--- src/rtl/multicycle_control_if.sv ---
// Control bundle between the multicycle main FSM (master) and the shared datapath (slave).
// The opcode, zero and mem_ready signals flow into the FSM; all enables and selects flow out of it.
interface multicycle_control_if #(
  parameter int STATE_W = 4
);
  logic [6:0]         opcode;
  logic               zero;
  logic               mem_ready;
  logic               mem_req;
  logic               mem_write;
  logic               adr_src;
  logic               ir_write;
  logic               pc_write;
  logic [1:0]         alu_src_a;
  logic [1:0]         alu_src_b;
  logic [1:0]         alu_op;
  logic               funct7_valid;
  logic [1:0]         result_src;
  logic               reg_write;
  logic               illegal_op;
  logic [STATE_W-1:0] state_o;

  modport master (
    input  opcode, zero, mem_ready,
    output mem_req, mem_write, adr_src, ir_write, pc_write, alu_src_a, alu_src_b,
           alu_op, funct7_valid, result_src, reg_write, illegal_op, state_o
  );

  modport slave (
    output opcode, zero, mem_ready,
    input  mem_req, mem_write, adr_src, ir_write, pc_write, alu_src_a, alu_src_b,
           alu_op, funct7_valid, result_src, reg_write, illegal_op, state_o
  );
endinterface

--- src/rtl/multicycle_control.sv ---
// Main control FSM of the multicycle RV32I core: sequences fetch, decode, execute,
// memory and writeback over one shared memory port and one ALU.
module multicycle_control #(
  parameter int STATE_W = 4
) (
  input  logic                 clk,
  input  logic                 rst_n,
  multicycle_control_if.master bus
);

  typedef enum logic [STATE_W-1:0] {
    FETCH   = STATE_W'(0),
    DECODE  = STATE_W'(1),
    MEMADR  = STATE_W'(2),
    MEMRD   = STATE_W'(3),
    MEMWB   = STATE_W'(4),
    MEMWR   = STATE_W'(5),
    EXECR   = STATE_W'(6),
    EXECI   = STATE_W'(7),
    ALUWB   = STATE_W'(8),
    BEQ     = STATE_W'(9),
    JAL     = STATE_W'(10),
    ILLEGAL = STATE_W'(11)
  } state_t;

  localparam logic [6:0] OP_LOAD  = 7'b0000011;
  localparam logic [6:0] OP_STORE = 7'b0100011;
  localparam logic [6:0] OP_REG   = 7'b0110011;
  localparam logic [6:0] OP_IMM   = 7'b0010011;
  localparam logic [6:0] OP_BRAN  = 7'b1100011;
  localparam logic [6:0] OP_JAL   = 7'b1101111;

  typedef struct packed {
    logic       mem_req;
    logic       mem_write;
    logic       adr_src;
    logic       ir_write;
    logic       pc_write;
    logic [1:0] alu_src_a;
    logic [1:0] alu_src_b;
    logic [1:0] alu_op;
    logic       funct7_valid;
    logic [1:0] result_src;
    logic       reg_write;
    logic       illegal_op;
  } ctrl_t;

  state_t state_reg;
  state_t state_next;
  ctrl_t  ctrl;
  ctrl_t  ctrl_out;

  always_ff @(posedge clk or negedge rst_n) begin
    if (!rst_n) begin
      state_reg <= FETCH;
    end else begin
      state_reg <= state_next;
    end
  end

  always_comb begin
    state_next = FETCH;
    ctrl       = '0;
    case (state_reg)
      FETCH: begin
        ctrl.mem_req    = 1'b1;
        ctrl.alu_src_b  = 2'b10;
        ctrl.result_src = 2'b10;
        ctrl.ir_write   = bus.mem_ready;
        ctrl.pc_write   = bus.mem_ready;
        state_next      = bus.mem_ready ? DECODE : FETCH;
      end
      DECODE: begin
        // Branch target is computed here so BEQ can load PC straight from ALUOut.
        ctrl.alu_src_a = 2'b01;
        ctrl.alu_src_b = 2'b01;
        case (bus.opcode)
          OP_LOAD, OP_STORE: state_next = MEMADR;
          OP_REG:            state_next = EXECR;
          OP_IMM:            state_next = EXECI;
          OP_BRAN:           state_next = BEQ;
          OP_JAL:            state_next = JAL;
          default:           state_next = ILLEGAL;
        endcase
      end
      MEMADR: begin
        ctrl.alu_src_a = 2'b10;
        ctrl.alu_src_b = 2'b01;
        state_next     = (bus.opcode == OP_LOAD) ? MEMRD : MEMWR;
      end
      MEMRD: begin
        ctrl.mem_req = 1'b1;
        ctrl.adr_src = 1'b1;
        state_next   = bus.mem_ready ? MEMWB : MEMRD;
      end
      MEMWB: begin
        ctrl.result_src = 2'b01;
        ctrl.reg_write  = 1'b1;
      end
      MEMWR: begin
        ctrl.mem_req   = 1'b1;
        ctrl.mem_write = 1'b1;
        ctrl.adr_src   = 1'b1;
        state_next     = bus.mem_ready ? FETCH : MEMWR;
      end
      EXECR: begin
        ctrl.alu_src_a    = 2'b10;
        ctrl.alu_op       = 2'b10;
        ctrl.funct7_valid = 1'b1;
        state_next        = ALUWB;
      end
      EXECI: begin
        // funct7 stays masked: immediate bit 30 must not turn ADDI into SUB.
        ctrl.alu_src_a = 2'b10;
        ctrl.alu_src_b = 2'b01;
        ctrl.alu_op    = 2'b10;
        state_next     = ALUWB;
      end
      ALUWB: begin
        ctrl.reg_write = 1'b1;
      end
      BEQ: begin
        ctrl.alu_src_a = 2'b10;
        ctrl.alu_op    = 2'b01;
        ctrl.pc_write  = bus.zero;
      end
      JAL: begin
        // PC takes the target from ALUOut while the ALU forms oldPC+4 for ALUWB.
        ctrl.alu_src_a = 2'b01;
        ctrl.alu_src_b = 2'b10;
        ctrl.pc_write  = 1'b1;
        state_next     = ALUWB;
      end
      ILLEGAL: begin
        ctrl.illegal_op = 1'b1;
      end
      default: begin
        ctrl       = '0;
        state_next = FETCH;
      end
    endcase
  end

  // Reset overrides the FETCH decode so nothing is requested while rst_n is low.
  assign ctrl_out = rst_n ? ctrl : '0;

  assign bus.mem_req      = ctrl_out.mem_req;
  assign bus.mem_write    = ctrl_out.mem_write;
  assign bus.adr_src      = ctrl_out.adr_src;
  assign bus.ir_write     = ctrl_out.ir_write;
  assign bus.pc_write     = ctrl_out.pc_write;
  assign bus.alu_src_a    = ctrl_out.alu_src_a;
  assign bus.alu_src_b    = ctrl_out.alu_src_b;
  assign bus.alu_op       = ctrl_out.alu_op;
  assign bus.funct7_valid = ctrl_out.funct7_valid;
  assign bus.result_src   = ctrl_out.result_src;
  assign bus.reg_write    = ctrl_out.reg_write;
  assign bus.illegal_op   = ctrl_out.illegal_op;
  assign bus.state_o      = rst_n ? state_reg : '0;

endmodule

--- src/flat_wrapper.sv ---
// flat-port wrapper written by rule: the top's interface ports become plain ports
module multicycle_control_flat 
#(
  parameter int STATE_W = 4
)
  (clk, rst_n, bus_opcode, bus_zero, bus_mem_ready, bus_mem_req, bus_mem_write, bus_adr_src, bus_ir_write, bus_pc_write, bus_alu_src_a, bus_alu_src_b, bus_alu_op, bus_funct7_valid, bus_result_src, bus_reg_write, bus_illegal_op, bus_state_o);
  multicycle_control_if #(.STATE_W(STATE_W)) bus_i ();
  input  logic clk;
  input  logic rst_n;
  input wire logic [$bits(bus_i.opcode)-1:0] bus_opcode;
  input wire logic [$bits(bus_i.zero)-1:0] bus_zero;
  input wire logic [$bits(bus_i.mem_ready)-1:0] bus_mem_ready;
  output wire logic [$bits(bus_i.mem_req)-1:0] bus_mem_req;
  output wire logic [$bits(bus_i.mem_write)-1:0] bus_mem_write;
  output wire logic [$bits(bus_i.adr_src)-1:0] bus_adr_src;
  output wire logic [$bits(bus_i.ir_write)-1:0] bus_ir_write;
  output wire logic [$bits(bus_i.pc_write)-1:0] bus_pc_write;
  output wire logic [$bits(bus_i.alu_src_a)-1:0] bus_alu_src_a;
  output wire logic [$bits(bus_i.alu_src_b)-1:0] bus_alu_src_b;
  output wire logic [$bits(bus_i.alu_op)-1:0] bus_alu_op;
  output wire logic [$bits(bus_i.funct7_valid)-1:0] bus_funct7_valid;
  output wire logic [$bits(bus_i.result_src)-1:0] bus_result_src;
  output wire logic [$bits(bus_i.reg_write)-1:0] bus_reg_write;
  output wire logic [$bits(bus_i.illegal_op)-1:0] bus_illegal_op;
  output wire logic [$bits(bus_i.state_o)-1:0] bus_state_o;
  assign bus_i.opcode = bus_opcode;
  assign bus_i.zero = bus_zero;
  assign bus_i.mem_ready = bus_mem_ready;
  assign bus_mem_req = bus_i.mem_req;
  assign bus_mem_write = bus_i.mem_write;
  assign bus_adr_src = bus_i.adr_src;
  assign bus_ir_write = bus_i.ir_write;
  assign bus_pc_write = bus_i.pc_write;
  assign bus_alu_src_a = bus_i.alu_src_a;
  assign bus_alu_src_b = bus_i.alu_src_b;
  assign bus_alu_op = bus_i.alu_op;
  assign bus_funct7_valid = bus_i.funct7_valid;
  assign bus_result_src = bus_i.result_src;
  assign bus_reg_write = bus_i.reg_write;
  assign bus_illegal_op = bus_i.illegal_op;
  assign bus_state_o = bus_i.state_o;
  multicycle_control #(.STATE_W(STATE_W)) u_core (.clk(clk), .rst_n(rst_n), .bus(bus_i));
endmodule
--- config.mk ---
export PLATFORM = sky130hd
export DESIGN_NAME = multicycle_control_flat
export DESIGN_NICKNAME = d
export VERILOG_FILES = /design/src/rtl/multicycle_control_if.sv /design/src/rtl/multicycle_control.sv /design/src/flat_wrapper.sv
export SDC_FILE = /design/constraint.sdc
export NUM_CORES = 1
export LEC_CHECK = 0
export ABC_AREA = 0
export BUFFER_PORTS_ARGS = -buffer_cell sky130_fd_sc_hd__buf_4
export CORE_AREA = 2 2 39 41
export CTS_CLUSTER_DIAMETER = 150
export DETAILED_ROUTE_END_ITERATION = 16
export DIE_AREA = 0 0 41 43
export PLACE_DENSITY = 0.88
export SYNTH_ARGS = -nofsm -noshare
export SYNTH_HDL_FRONTEND = slang
export SYNTH_SLANG_ARGS = --single-unit
--- constraint.sdc ---
create_clock -name clk -period 3.1 [get_ports clk]
set_clock_uncertainty 0.1 [all_clocks]
set_input_delay 0.62 -clock clk [delete_from_list [all_inputs] [get_ports clk]]
set_output_delay 0.62 -clock clk [all_outputs]
set_load 0.1 [all_outputs]
# Word level (Yosys, flattened, before mapping)
# Index checks and enable logic that the tools add are counted.
dict set report classes {
  eq_ne 17
  mux 20
  n_reduce_logical 11
}
# cell n
set ops {}
lappend ops {{4-bit one-hot mux with 6 select lines} 1}
lappend ops {{4-bit one-hot mux with 5 select lines} 1}
lappend ops {{4-bit by 3-bit == test with 1-bit output, second input constant} 4}
lappend ops {{4-bit == test, second input constant} 4}
lappend ops {{16-bit two-way mux} 1}
lappend ops {{2-bit one-hot mux with 2 select lines} 4}
lappend ops {{7-bit by 6-bit == test with 1-bit output, second input constant} 2}
lappend ops {{7-bit == test, second input constant} 2}
lappend ops {{2-bit OR reduction} 6}
lappend ops {{3-bit two-way mux} 3}
lappend ops {{3-bit OR reduction} 3}
lappend ops {{4-bit by 2-bit == test with 1-bit output, second input constant} 2}
lappend ops {{1-bit two-way mux} 8}
lappend ops {{7-bit by 2-bit == test with 1-bit output, second input constant} 1}
lappend ops {{7-bit by 5-bit == test with 1-bit output, second input constant} 1}
lappend ops {{4-bit by 1-bit == test with 1-bit output, second input constant} 1}
lappend ops {{4-bit logical NOT} 1}
lappend ops {{4-bit two-way mux} 1}
lappend ops {{4-bit OR reduction} 1}
lappend ops {{1-bit one-hot mux with 3 select lines} 1}
dict set report word_totals {
  ff_bits 4
  in_bits 11
  out_inout_bits 20
  word_cells 49
}

# Logic depth before layout (Yosys ltp)
dict set report logic_depth {
  ltp_word 4
  ltp_mapped 5
  mapped_depth_nobuf 4
}

# Worst setup path before layout
# No wires, ideal clock.
dict set report synth_timing {
  path_kind {input -> output}
  from {in rst_n}
  to {out bus_ir_write}
  arrival_ns 3.331
  required_ns 2.380
  setup_slack_ns -0.951
  cell_stages 3
  n_path_buf 0
  cell_sequence {nand2b_1 -> nor4_2 -> and2_1}
}
dict set report synth_between {
  elab_chain_cells 1
}
# item line_no
set synth_lines {}
lappend synth_lines {{from (decl)} flat_wrapper.sv:9} ;# input logic rst_n;
lappend synth_lines {{16-bit two-way mux} multicycle_control.sv:145} ;# assign ctrl_out = rst_n ? ctrl : '0;
lappend synth_lines {{to (decl)} flat_wrapper.sv:16} ;# output wire logic [$bits(bus_i.ir_write)-1:0] bus_ir_write;
# Every way passes these cells.

# Final worst setup path
dict set report layout_timing {
  from {reg u_core.state_reg[0]}
  to {out bus_mem_req}
}
dict set report layout_between {
  elab_chain_cells 4
  word_cells_on_any_way 6
  classes_between {eq/ne (2); mux (2); reduce/logical (2)}
}
# item line_no
set layout_lines {}
lappend layout_lines {{from (decl)} multicycle_control.sv:48} ;# state_t state_reg;
lappend layout_lines {{from (signal assigned)} multicycle_control.sv:57} ;# state_reg <= state_next;
lappend layout_lines {{4-bit by 2-bit == test with 1-bit output (tied with other cells)} multicycle_control.sv:64} ;# case (state_reg)
lappend layout_lines {{3-bit OR reduction (no source line) *} -}
lappend layout_lines {{1-bit two-way mux *} multicycle_control.sv:64}
lappend layout_lines {{16-bit two-way mux *} multicycle_control.sv:145}
lappend layout_lines {{to (decl)} flat_wrapper.sv:13} ;# output wire logic [$bits(bus_i.mem_req)-1:0] bus_mem_req;
# Mark *: on every way between the ends. The rest lies on a longest branch, timed or not.

==> results by group <==
Run status
  – Outcome: complete, no violations

Place
  – HPWL after DPL: 1230 um
  – Port-buffer cells: 30
  – Pre-CTS setup slack: 0.731 ns
  – GPL Wtd Cong: ~0.86

Yosys
  – Synth Register Bits: 4
  – Mean Syn Cell Area: 7.14 um^2
  – Register area share after synthesis: 17.3%
  – Post-Synthesis Cells: 81
  – Post-synth cell types: 33
  – Mapped Area: 578 um^2
  – Yosys warnings: 0
  – Syn Nets: 92

Finish
  – Area growth, synth to finish: 46.3%
  – Share of layout cells above drive strength 1: 38.5%
  – Commonest non-fill, non-tap cell in the layout: buf_4
  – Max reg flops: 4
  – Most frequent cells in the layout: 30 x buf_4, 10 x nor2_1, 8 x nand2b_1, 5 x nor3_2, 5 x and2_1
  – Number of diodes: 0
  – Layout Nets: 122

Timing
  – Tcrit/Tclk final: 84.7%
  – Final setup violation count: 0
  – Worst slew pin tran: 0.628 ns
  – RSZ-0062 raised after global routing: false
  – Slew Limit Fails: 0
  – Final setup margin: 0.473 ns
  – Fmax: between 0.3 and 0.4 GHz
  – Worst slew margin: 58.2%
  – Min cycle time layout: 2.63 ns
  – Final Hold Fails: 0

Setup path
  – Cells on worst reg2reg path: 3
  – Cell chain of the critical path: and2b_1 -> nor3_2 -> a21oi_1 -> nor2_1 -> buf_4
  – Slowest Stage Delay on Critical Path: 0.73 ns
  – CP Buf/Inv Count: 1
  – R2R Path Start: u_core.state_reg[3]
  – Crit path max fanout: 18
  – Reg2Reg Setup Slack: 1.46 ns
  – Delay-heaviest family, CP: flip-flops
  – WP data required: ~2.4 ns
  – Crit path launch type: flop
  – FF-to-FF End: u_core.state_reg[3]
  – Crit-path slowest cell: dfrtp_1
  – Crit path capture type: primary output
  – Crit path arrival time: around 1.9 ns
  – Kind of critical path: flop to primary output

Clock network
  – Clk root buf: clkbuf_4
  – Num CTS Buffers: 3
  – CTS Hold Bufs: 0
  – CTS H-tree lvls: 1
  – PostCTS Resize Cnt: 0
  – CTS max path bufs: 2
  – Clk pin slew, worst setup/hold paths: around 0.03 ns
  – # clock sinks: 4
  – Clock Latency Late Sink: 0.23 ns
  – TritonCTS clock tree: built
  – Postcts setup bufs: 0

Job
  – Max-cap viol count: 0

Floorplanning
  – Die Height: between 40 and 50 um
  – Die area: roughly 1800 um^2
  – Initial core utilization: between 40% and 50%
  – Rows: 14
  – Die W: 41 um
  – Core Area: 1380 um^2
  – IO Pins: 31

Detailed routing
  – Post-route antenna net violation count: 0
  – Drt first pass iters: 1
  – DRC viols: 0
  – Vias per cell: approximately 5.5
  – Drt total wl: about 1600 um
  – DRT iter0 DRCs: 0
  – WL/cell: roughly 13 um
  – Vias: approximately 700

Global routing
  – Vias in the first global route: 620
  – GRT Overall Usage: about a fifth
  – Largest net degree at the start of global routing: 19
  – Grt ovf: 0
  – Antenna violations before repair: 0
  – First-pass GRT wire length: 2620 um

Worst hold path
  – Hold crit path type: primary input to async pin
==> how the worst max path moves through the flow <==
stage / start / endpoint / slack, ns / cells after the start
after floorplan: rst_n / bus_mem_write / -0.49 / 2
after global placement: u_core.state_reg[0] / bus_mem_req / 0.76 / 5
after detailed placement: u_core.state_reg[0] / bus_mem_req / 0.73 / 5
after CTS: u_core.state_reg[0] / bus_mem_req / 0.48 / 5
after global routing: u_core.state_reg[0] / bus_pc_write / 0.36 / 5
final: u_core.state_reg[0] / bus_mem_req / 0.47 / 5
==> stage by stage <==
stage | instance area, um^2 | TNS (ns) | cells | hold slack (ns) | util [%]
CTS | 846 | 0 | 125 | 0.101 | 61.1
detailed placement | 823 | 0 | 122 | 0.351 | 59.5
global route | 846 | 0 | 125 | 0.102 | 61.1
global placement | 823 | 0 | 122 | 0.350 | 59.5
floorplan | 612 | -1.25 | 81 | 0.224 | -
finish | 846 | 0 | 125 | 0.109 | 61.1
==> final cells by class <==
class / count / area [um^2]
fill: 146 / 538
tap: 16 / 20.0
sequential: 4 / 100
clock buffer: 3 / 22.5
multi-input combinational: 69 / 467
inverter: 3 / 11.3
timing repair buffer: 30 / 225
==> kinds of logic (layout without fill, tap and decap cells) <==
| logic type | after synthesis | after routing | share of synthesized area [%] |
|---|---|---|---|
| AO/OA/AOI/OAI | 19 | 19 | 24.2 |
| XOR/XNOR | 2 | 2 | 3.03 |
| buffers and inverters | 8 | 36 | 7.79 |
| flip-flops | 4 | 4 | 17.3 |
| AND/OR/NAND/NOR | 48 | 48 | 47.6 |
==> Yosys cell counts <==
| cell | number | share of area, % |
|---|---|---|
| and2b_1 | 2 | 2.6 |
| a211oi_2 | 1 | 2.2 |
| a41o_1 | 1 | 1.7 |
| o311ai_1 | 1 | 1.5 |
| a21oi_1 | 2 | 1.7 |
| o21ai_0 | 2 | 1.7 |
| a211oi_1 | 2 | 2.6 |
| o22ai_1 | 2 | 2.2 |
| buf_2 | 3 | 2.6 |
| nor3_2 | 2 | 3.5 |
| nor3_1 | 6 | 5.2 |
| inv_1 | 3 | 1.9 |
| xor2_1 | 1 | 1.5 |
| nand2b_1 | 8 | 8.7 |
| nor2_1 | 10 | 6.5 |
| xnor2_1 | 1 | 1.5 |
| a32o_1 | 1 | 1.7 |
| o21a_1 | 2 | 2.6 |
| o211ai_1 | 1 | 1.3 |
| nand3_1 | 4 | 3.5 |
| buf_6 | 1 | 1.9 |
| nand3b_1 | 1 | 1.3 |
| a2111oi_1 | 1 | 1.7 |
| nor2b_1 | 2 | 2.2 |
| nor3b_1 | 1 | 1.3 |
| and2_1 | 5 | 5.4 |
| dfrtp_1 | 4 | 17 |
| nand2_1 | 4 | 2.6 |
| buf_4 | 1 | 1.3 |
| or2_0 | 1 | 1.1 |
| a31oi_1 | 3 | 3.2 |
| nor4_2 | 1 | 2.2 |
| nor4bb_1 | 1 | 1.7 |
==> routing by layer <==
| metal | track usage, % | wire (um) |
|---|---|---|
| met3 | 3.66 | 96 |
| met1 | 26.5 | 705 |
| met4 | 7.33 | 14 |
| met2 | 34.4 | 796 |
| met5 | 0 | 0 |
Power is not shown: default switching activity piles up to over one toggle a cycle in this logic, so the estimate is an artifact.
